===== src/rtl/display_scan_ctrl.sv =====
`default_nettype none
// +----------------------------------------------------------------------------+
// | display_scan_ctrl: 4-digit common-anode 7-seg scan controller with         |
// | anti-ghost blanking, leading-zero suppression and frame-aligned loading.   |
// | Revision: 1.0                                                              |
// +----------------------------------------------------------------------------+
module display_scan_ctrl #(
  parameter int DIV_COUNT    = 65000,
  parameter int BLANK_CYCLES = 16
) (
  input  logic        clk_in,
  input  logic        rst,
  input  logic [15:0] value_in,
  input  logic [3:0]  dp_in,
  input  logic        blank_lz,
  input  logic        load_valid,
  output logic        load_ready,
  output logic [3:0]  an_out,
  output logic [6:0]  seg_out,
  output logic        dp_out,
  output logic [1:0]  digit_idx,
  output logic        frame_done
);

  localparam int              c_CW       = $clog2(DIV_COUNT + 1);
  localparam logic [c_CW-1:0] c_DIV      = c_CW'(DIV_COUNT);
  localparam logic [c_CW-1:0] c_BLK_LAST = c_CW'(BLANK_CYCLES - 1);

  typedef enum logic [0:0] {S_BLANK = 1'b0, S_SHOW = 1'b1} state_t;

  state_t          r_state;
  logic [c_CW-1:0] r_cnt;
  logic [c_CW-1:0] r_bcnt;
  logic [1:0]      r_digit;
  logic [15:0]     r_disp;
  logic [3:0]      r_dpr;
  logic [15:0]     r_pend;
  logic [3:0]      r_pdp;
  logic            r_full;

  state_t          w_nxt_state;
  logic [c_CW-1:0] w_nxt_bcnt;
  logic [1:0]      w_nxt_digit;
  logic [15:0]     w_nxt_disp;
  logic [3:0]      w_nxt_dpr;
  logic [3:0]      w_nib;
  logic [3:0]      w_lz;
  logic [3:0]      w_an;
  logic [6:0]      w_seg;
  logic            w_dp;
  logic            w_tick;
  logic            w_commit;
  logic            w_xfer;

  function automatic logic [6:0] f_seg(input logic [3:0] n);
    case (n)
      4'h0:    f_seg = 7'b1000000;
      4'h1:    f_seg = 7'b1111001;
      4'h2:    f_seg = 7'b0100100;
      4'h3:    f_seg = 7'b0110000;
      4'h4:    f_seg = 7'b0011001;
      4'h5:    f_seg = 7'b0010010;
      4'h6:    f_seg = 7'b0000010;
      4'h7:    f_seg = 7'b1111000;
      4'h8:    f_seg = 7'b0000000;
      4'h9:    f_seg = 7'b0010000;
      4'hA:    f_seg = 7'b0001000;
      4'hB:    f_seg = 7'b0000011;
      4'hC:    f_seg = 7'b1000110;
      4'hD:    f_seg = 7'b0100001;
      4'hE:    f_seg = 7'b0000110;
      default: f_seg = 7'b0001110;
    endcase
  endfunction

  assign w_tick     = (r_cnt == c_DIV);
  assign w_commit   = w_tick && (r_digit == 2'd3);
  assign load_ready = ~r_full & ~rst;
  assign w_xfer     = load_valid & load_ready;
  assign digit_idx  = r_digit;

  // Outputs are computed from next-state values so they land on the same edge.
  assign w_nxt_disp = (w_commit && r_full) ? r_pend : r_disp;
  assign w_nxt_dpr  = (w_commit && r_full) ? r_pdp  : r_dpr;
  assign w_nib      = w_nxt_disp[{w_nxt_digit, 2'b00} +: 4];

  assign w_lz[3] = blank_lz && (w_nxt_disp[15:12] == 4'h0);
  assign w_lz[2] = w_lz[3]  && (w_nxt_disp[11:8]  == 4'h0);
  assign w_lz[1] = w_lz[2]  && (w_nxt_disp[7:4]   == 4'h0);
  assign w_lz[0] = 1'b0;

  always_comb begin
    w_nxt_state = r_state;
    w_nxt_bcnt  = r_bcnt;
    w_nxt_digit = r_digit;
    if (w_tick) begin
      w_nxt_digit = r_digit + 2'd1;
      w_nxt_state = S_BLANK;
      w_nxt_bcnt  = '0;
    end else if (r_state == S_BLANK) begin
      if (r_bcnt == c_BLK_LAST) w_nxt_state = S_SHOW;
      else                      w_nxt_bcnt  = r_bcnt + 1'b1;
    end
  end

  always_comb begin
    w_an  = 4'hF;
    w_seg = 7'h7F;
    w_dp  = 1'b1;
    if (w_nxt_state == S_SHOW) begin
      // A suppressed digit still drives its decimal point, anode stays off.
      w_dp = ~w_nxt_dpr[w_nxt_digit];
      if (!w_lz[w_nxt_digit]) begin
        w_an  = ~(4'b0001 << w_nxt_digit);
        w_seg = f_seg(w_nib);
      end
    end
  end

  always_ff @(posedge clk_in) begin
    if (rst) begin
      r_cnt      <= '0;
      r_state    <= S_BLANK;
      r_bcnt     <= '0;
      r_digit    <= 2'd0;
      r_disp     <= 16'h0000;
      r_dpr      <= 4'h0;
      r_pend     <= 16'h0000;
      r_pdp      <= 4'h0;
      r_full     <= 1'b0;
      an_out     <= 4'hF;
      seg_out    <= 7'h7F;
      dp_out     <= 1'b1;
      frame_done <= 1'b0;
    end else begin
      r_cnt      <= w_tick ? '0 : r_cnt + 1'b1;
      r_state    <= w_nxt_state;
      r_bcnt     <= w_nxt_bcnt;
      r_digit    <= w_nxt_digit;
      r_disp     <= w_nxt_disp;
      r_dpr      <= w_nxt_dpr;
      an_out     <= w_an;
      seg_out    <= w_seg;
      dp_out     <= w_dp;
      frame_done <= w_commit;
      if (w_xfer) begin
        r_pend <= value_in;
        r_pdp  <= dp_in;
        r_full <= 1'b1;
      end else if (w_commit) begin
        r_full <= 1'b0;
      end
    end
  end

endmodule
`default_nettype wire


===== config.mk =====
export PLATFORM = sky130hd
export DESIGN_NAME = display_scan_ctrl
export DESIGN_NICKNAME = d
export VERILOG_FILES = /design/src/rtl/display_scan_ctrl.sv
export SDC_FILE = /design/constraint.sdc
export NUM_CORES = 1
export LEC_CHECK = 0
export ABC_CLOCK_PERIOD_IN_PS = 6100
export CAP_MARGIN = 5
export CORE_ASPECT_RATIO = 0.75
export CORE_MARGIN = 2
export CORE_UTILIZATION = 35
export CTS_CLUSTER_DIAMETER = 40
export DETAILED_ROUTE_END_ITERATION = 7
export SLEW_MARGIN = 25
export SYNTH_ARGS = -nofsm -noshare
export SYNTH_HDL_FRONTEND = slang
export SYNTH_SLANG_ARGS = --single-unit

===== constraint.sdc =====
create_clock -name clk_in -period 6.1 [get_ports clk_in]
set_input_delay 1.22 -clock clk_in [delete_from_list [all_inputs] [get_ports clk_in]]
set_output_delay 1.22 -clock clk_in [all_outputs]
set_load 0.005 [all_outputs]

==> impl_metrics.env <==
export IMPL_area_growth_pct=18.8
export IMPL_number_of_flops_mapped_to_enable_cells_by_yosys=0
export IMPL_synthXorXnorAreaFrac=0.0535
export IMPL_dp_hpwl_um=6930
export IMPL_finalInstanceArea_um2=5050
export IMPL_hold_start="r_dpr[2]"
export IMPL_post_synth_top_area_fraction=0.419
export IMPL_route_detailed_wl_per_inst_um=14.0
export IMPL_fin_setup_tns_ns=0
export IMPL_grt_pass1_vias=3356
export IMPL_final_antenna_net_count=0
export IMPL_yosys_mux_area_fraction=0.0550
export IMPL_place_congestion=0.849
export IMPL_post_route_period_util=0.688
export IMPL_slowest_delay_ns=0.97
export IMPL_die_h_um=99.5
export IMPL_synth_warning_count=0
export IMPL_fin_crit_ns=4.20
export IMPL_buffer_depth_of_the_longest_clock_path=2
export IMPL_start_util=0.362
export IMPL_synthTopCellsByArea="sky130_fd_sc_hd__dfxtp_1 (42%), sky130_fd_sc_hd__nand2_1 (7.8%), sky130_fd_sc_hd__nor2_1 (4.7%)"
export IMPL_grt_antenna_before_repair=0
export IMPL_design_portCount=40
export IMPL_num_vias=3451
export IMPL_port_buffers=39
export IMPL_synth_seq_area_share=0.419
export IMPL_post_synth_num_cell_types=60
export IMPL_crit_path_top_delay_cell="sky130_fd_sc_hd__dfxtp_1"
export IMPL_drtIter0Drc=226
export IMPL_critPathMostFrequentCell="sky130_fd_sc_hd__ha_1"
export IMPL_tritoncts="built"
export IMPL_drive_gt1_frac=0.0714
export IMPL_syn_nets=538
export IMPL_cts_htree_levels=3
export IMPL_async_set_or_reset_register_ratio_after_synthesis=0
export IMPL_post_cts_resized=0
export IMPL_hold_depth=2
export IMPL_ff2ff_setup_slack_ns=1.90
export IMPL_rsz0062_at_grt="no"
export IMPL_leakage_power_total_uw=0.00178
export IMPL_setup_viol_count_final=0
export IMPL_post_detailed_route_drc_marker_count=0
export IMPL_syn_cell_area_um2=4250
export IMPL_floorplan_rows=34
export IMPL_worst_r2r_startpoint="digit_idx[0]"
export IMPL_clk_root_buffer_cell="sky130_fd_sc_hd__clkbuf_16"
export IMPL_antenna_diode_count=0
export IMPL_synth_flop_cell="sky130_fd_sc_hd__dfxtp_1"
export IMPL_vdd_drop_max_mv=0.179
export IMPL_ys_ff_latch=89
export IMPL_post_cts_repair_setup_buffers=0
export IMPL_grt_pass1_wl_um=16600
export IMPL_hp_class="register to register"
export IMPL_worst_setup_path_end_kind="register"
export IMPL_regToRegEndpoint="seg_out[5]"
export IMPL_synth_simple_area_share=0.277
export IMPL_route_detailed_vias_per_inst=4.97
export IMPL_post_synth_top_area_cell="sky130_fd_sc_hd__dfxtp_1"
export IMPL_wl_um=9690
export IMPL_cts_hold_fix_buffers=0
export IMPL_run_status="completed"
export IMPL_grt_overflow=0
export IMPL_timing_setup_critical_path_class="register to register"
export IMPL_relative_slew_margins=0.309
export IMPL_timing_critical_path_required_ns=6.29
export IMPL_timing_hold_violations_final=0
export IMPL_detailed_place_area_um2=4740
export IMPL_insertion_delay_ns=0.34
export IMPL_rr_worst_depth=9
export IMPL_number_of_nets_in_the_layout=561
export IMPL_die_area_um2=13100
export IMPL_worst_max_slew_pin_slew_ns=1.03
export IMPL_layout_filler_cells=1173
export IMPL_worst_setup_hold_path_clk_slew_ns=0.06
export IMPL_synth_top_family_by_area="simple AND/OR/NAND/NOR gates"
export IMPL_max_cap_violations=0
export IMPL_worstSetupStartpointType="register"
export IMPL_timing_max_transition_violations_final=0
export IMPL_powerDensity_nw_per_um2=245
export IMPL_core_region_area_um2=11700
export IMPL_die_width_um=131
export IMPL_cp_arrival_ns=4.39
export IMPL_area_share_of_fa_ha_maj_cells_after_synthesis=0.0294
export IMPL_cts_sink_count=89
export IMPL_path_max_fanout=28
export IMPL_grt_max_degree=47
export IMPL_syn_instance_count=504
export IMPL_global_route_usage_total=0.156
export IMPL_achievable_frequency_mhz=238
export IMPL_synth_compound_area_share=0.129
export IMPL_numCtsBuffers=9
export IMPL_final_setup_skew_ns=0.00767
export IMPL_whs_endpoint="r_dpr[2]"
export IMPL_synth_avg_cell_area_um2=8.44
export IMPL_drt_pass1_iterations=6
export IMPL_worstPathCellList="ha_1, nand3_1, mux4_2, nand2_1, nand4b_1, ha_1, and2_1, o21ai_0, o211ai_1"
-- cells by family (layout without fill, tap and decap cells) --
logic type / Yosys count / count (layout)
AOI/OAI and AO/OA: 83 / 83
xor gates and xnor gates: 26 / 26
adders and majority gates: 10 / 10
buffers and inverters: 39 / 67
DFF: 89 / 89
muxes: 20 / 20
and+or+nand+nor: 237 / 237
-- layer usage --
metal / global-route usage / vias up / wire (um) / part of all wire
li1: - / 1772 / - / -
met1: 0.226 / 1570 / 5060 / 0.52
met2: 0.229 / 97 / 4000 / 0.41
met3: 0.0372 / 12 / 482 / 0.050
met4: 0.0518 / 0 / 144 / 0.015
met5: 0 / - / 0 / 0
-- cell usage in the layout, fill, tap and decap left out, types with 3 or more instances in the layout --
cell | netlist | layout
sky130_fd_sc_hd__dfxtp_1 | 89 | 89
sky130_fd_sc_hd__nand2_1 | 88 | 88
sky130_fd_sc_hd__nor2_1 | 53 | 53
sky130_fd_sc_hd__clkdlybuf4s50_1 | 0 | 39
sky130_fd_sc_hd__o21ai_0 | 29 | 29
sky130_fd_sc_hd__nand2b_1 | 23 | 23
sky130_fd_sc_hd__a21oi_1 | 22 | 22
sky130_fd_sc_hd__nand3_1 | 18 | 18
sky130_fd_sc_hd__xor2_1 | 18 | 18
sky130_fd_sc_hd__mux2i_1 | 11 | 11
sky130_fd_sc_hd__inv_1 | 10 | 10
sky130_fd_sc_hd__ha_1 | 10 | 10
sky130_fd_sc_hd__clkbuf_16 | 0 | 9
sky130_fd_sc_hd__nor4_1 | 8 | 8
sky130_fd_sc_hd__xnor2_1 | 8 | 8
sky130_fd_sc_hd__nand4_1 | 7 | 7
sky130_fd_sc_hd__mux2_2 | 7 | 7
sky130_fd_sc_hd__and3_1 | 6 | 6
sky130_fd_sc_hd__nor2b_1 | 5 | 5
sky130_fd_sc_hd__nor3_1 | 4 | 4
sky130_fd_sc_hd__o211ai_1 | 4 | 4
sky130_fd_sc_hd__or3_1 | 4 | 4
sky130_fd_sc_hd__nand3b_1 | 3 | 3
sky130_fd_sc_hd__and2_1 | 4 | 3
sky130_fd_sc_hd__a22oi_1 | 3 | 3
-- worst max path at each step --
| stage | start | endpoint | slack, ns | cells after the start |
|---|---|---|---|---|
| global route | digit_idx[0] | seg_out[5] | 1.62 | 9 |
| finish | digit_idx[0] | seg_out[5] | 1.90 | 9 |
| floorplan | r_cnt[0] | seg_out[5] | 3.35 | 12 |
| detailed placement | digit_idx[0] | seg_out[5] | 1.99 | 9 |
| CTS | digit_idx[0] | seg_out[5] | 1.97 | 9 |
| global placement | digit_idx[0] | seg_out[5] | 2.17 | 9 |
-- through the flow --
| step | total power, uW | utilization | hold WS, ns | std cells | setup slack (ns) |
|---|---|---|---|---|---|
| CTS | 1260 | 0.430 | 0.456 | 694 | 1.97 |
| finish | 1240 | 0.431 | 0.453 | 694 | 1.90 |
| global route | 1280 | 0.431 | 0.489 | 694 | 1.62 |
| floorplan | 648 | - | 0.430 | 504 | 3.35 |
| global placement | 674 | 0.404 | 0.439 | 678 | 2.17 |
| detailed placement | 676 | 0.404 | 0.448 | 678 | 1.99 |
-- sequential cells by signal, indices dropped and copies added (netlist names) --
name / cells
r_state: 1
digit_idx: 2
dp_out: 1
frame_done: 1
r_dpr: 4
r_disp: 16
r_bcnt: 16
an_out: 4
r_cnt: 16
r_pdp: 4
seg_out: 7
r_full: 1
r_pend: 16
-- power by group --
group | leakage, uW | switching, uW | internal (uW) | total (uW)
clock network | 0.000146 | 218 | 358 | 576
registers | 0.000722 | 15.0 | 594 | 609
logic | 0.000909 | 24.4 | 28.9 | 53.3
-- synthesized netlist by cell type, types with 2 or more instances --
library cell,n
sky130_fd_sc_hd__nand2b_1,23
sky130_fd_sc_hd__a221o_1,2
sky130_fd_sc_hd__a21oi_1,22
sky130_fd_sc_hd__clkbuf_1,21
sky130_fd_sc_hd__nor2_1,53
sky130_fd_sc_hd__buf_2,4
sky130_fd_sc_hd__nor4_1,8
sky130_fd_sc_hd__buf_1,2
sky130_fd_sc_hd__ha_1,10
sky130_fd_sc_hd__o31ai_1,2
sky130_fd_sc_hd__nor4_2,2
sky130_fd_sc_hd__a211oi_1,2
sky130_fd_sc_hd__o211ai_1,4
sky130_fd_sc_hd__and3_1,6
sky130_fd_sc_hd__nand4b_1,2
sky130_fd_sc_hd__nor3b_1,2
sky130_fd_sc_hd__nor2b_1,5
sky130_fd_sc_hd__mux2_2,7
sky130_fd_sc_hd__buf_4,2
sky130_fd_sc_hd__nand3_1,18
sky130_fd_sc_hd__inv_1,10
sky130_fd_sc_hd__dfxtp_1,89
sky130_fd_sc_hd__and2_1,4
sky130_fd_sc_hd__mux2i_1,11
sky130_fd_sc_hd__or4_1,2
sky130_fd_sc_hd__nand4_1,7
sky130_fd_sc_hd__nand2_1,88
sky130_fd_sc_hd__or3_1,4
sky130_fd_sc_hd__mux4_2,2
sky130_fd_sc_hd__xor2_1,18
sky130_fd_sc_hd__nor3_1,4
sky130_fd_sc_hd__a22oi_1,3
sky130_fd_sc_hd__nand3b_1,3
sky130_fd_sc_hd__o21ai_0,29
sky130_fd_sc_hd__xnor2_1,8
-- area by class of cell --
class / instances / area, um2 / area share
inverter: 10 / 37.5 / 0.00743
clock buffer: 11 / 233 / 0.0460
clock inverter: 5 / 80.1 / 0.0158
sequential: 89 / 1780 / 0.352
multi-input combinational: 376 / 2310 / 0.458
timing repair buffer: 41 / 405 / 0.0802
tap: 162 / 203 / 0.0401
-- critical path, delay by kind of cell, from the launching register on --
family | cells | cell delay [ns]
adders and majority gates | 2 | 0.78
muxes | 1 | 0.79
AOI/OAI and AO/OA | 2 | 0.25
and+or+nand+nor | 4 | 1.26
DFF | 1 | 0.97
No activity file was read; power rests on OpenSTA's default activity.
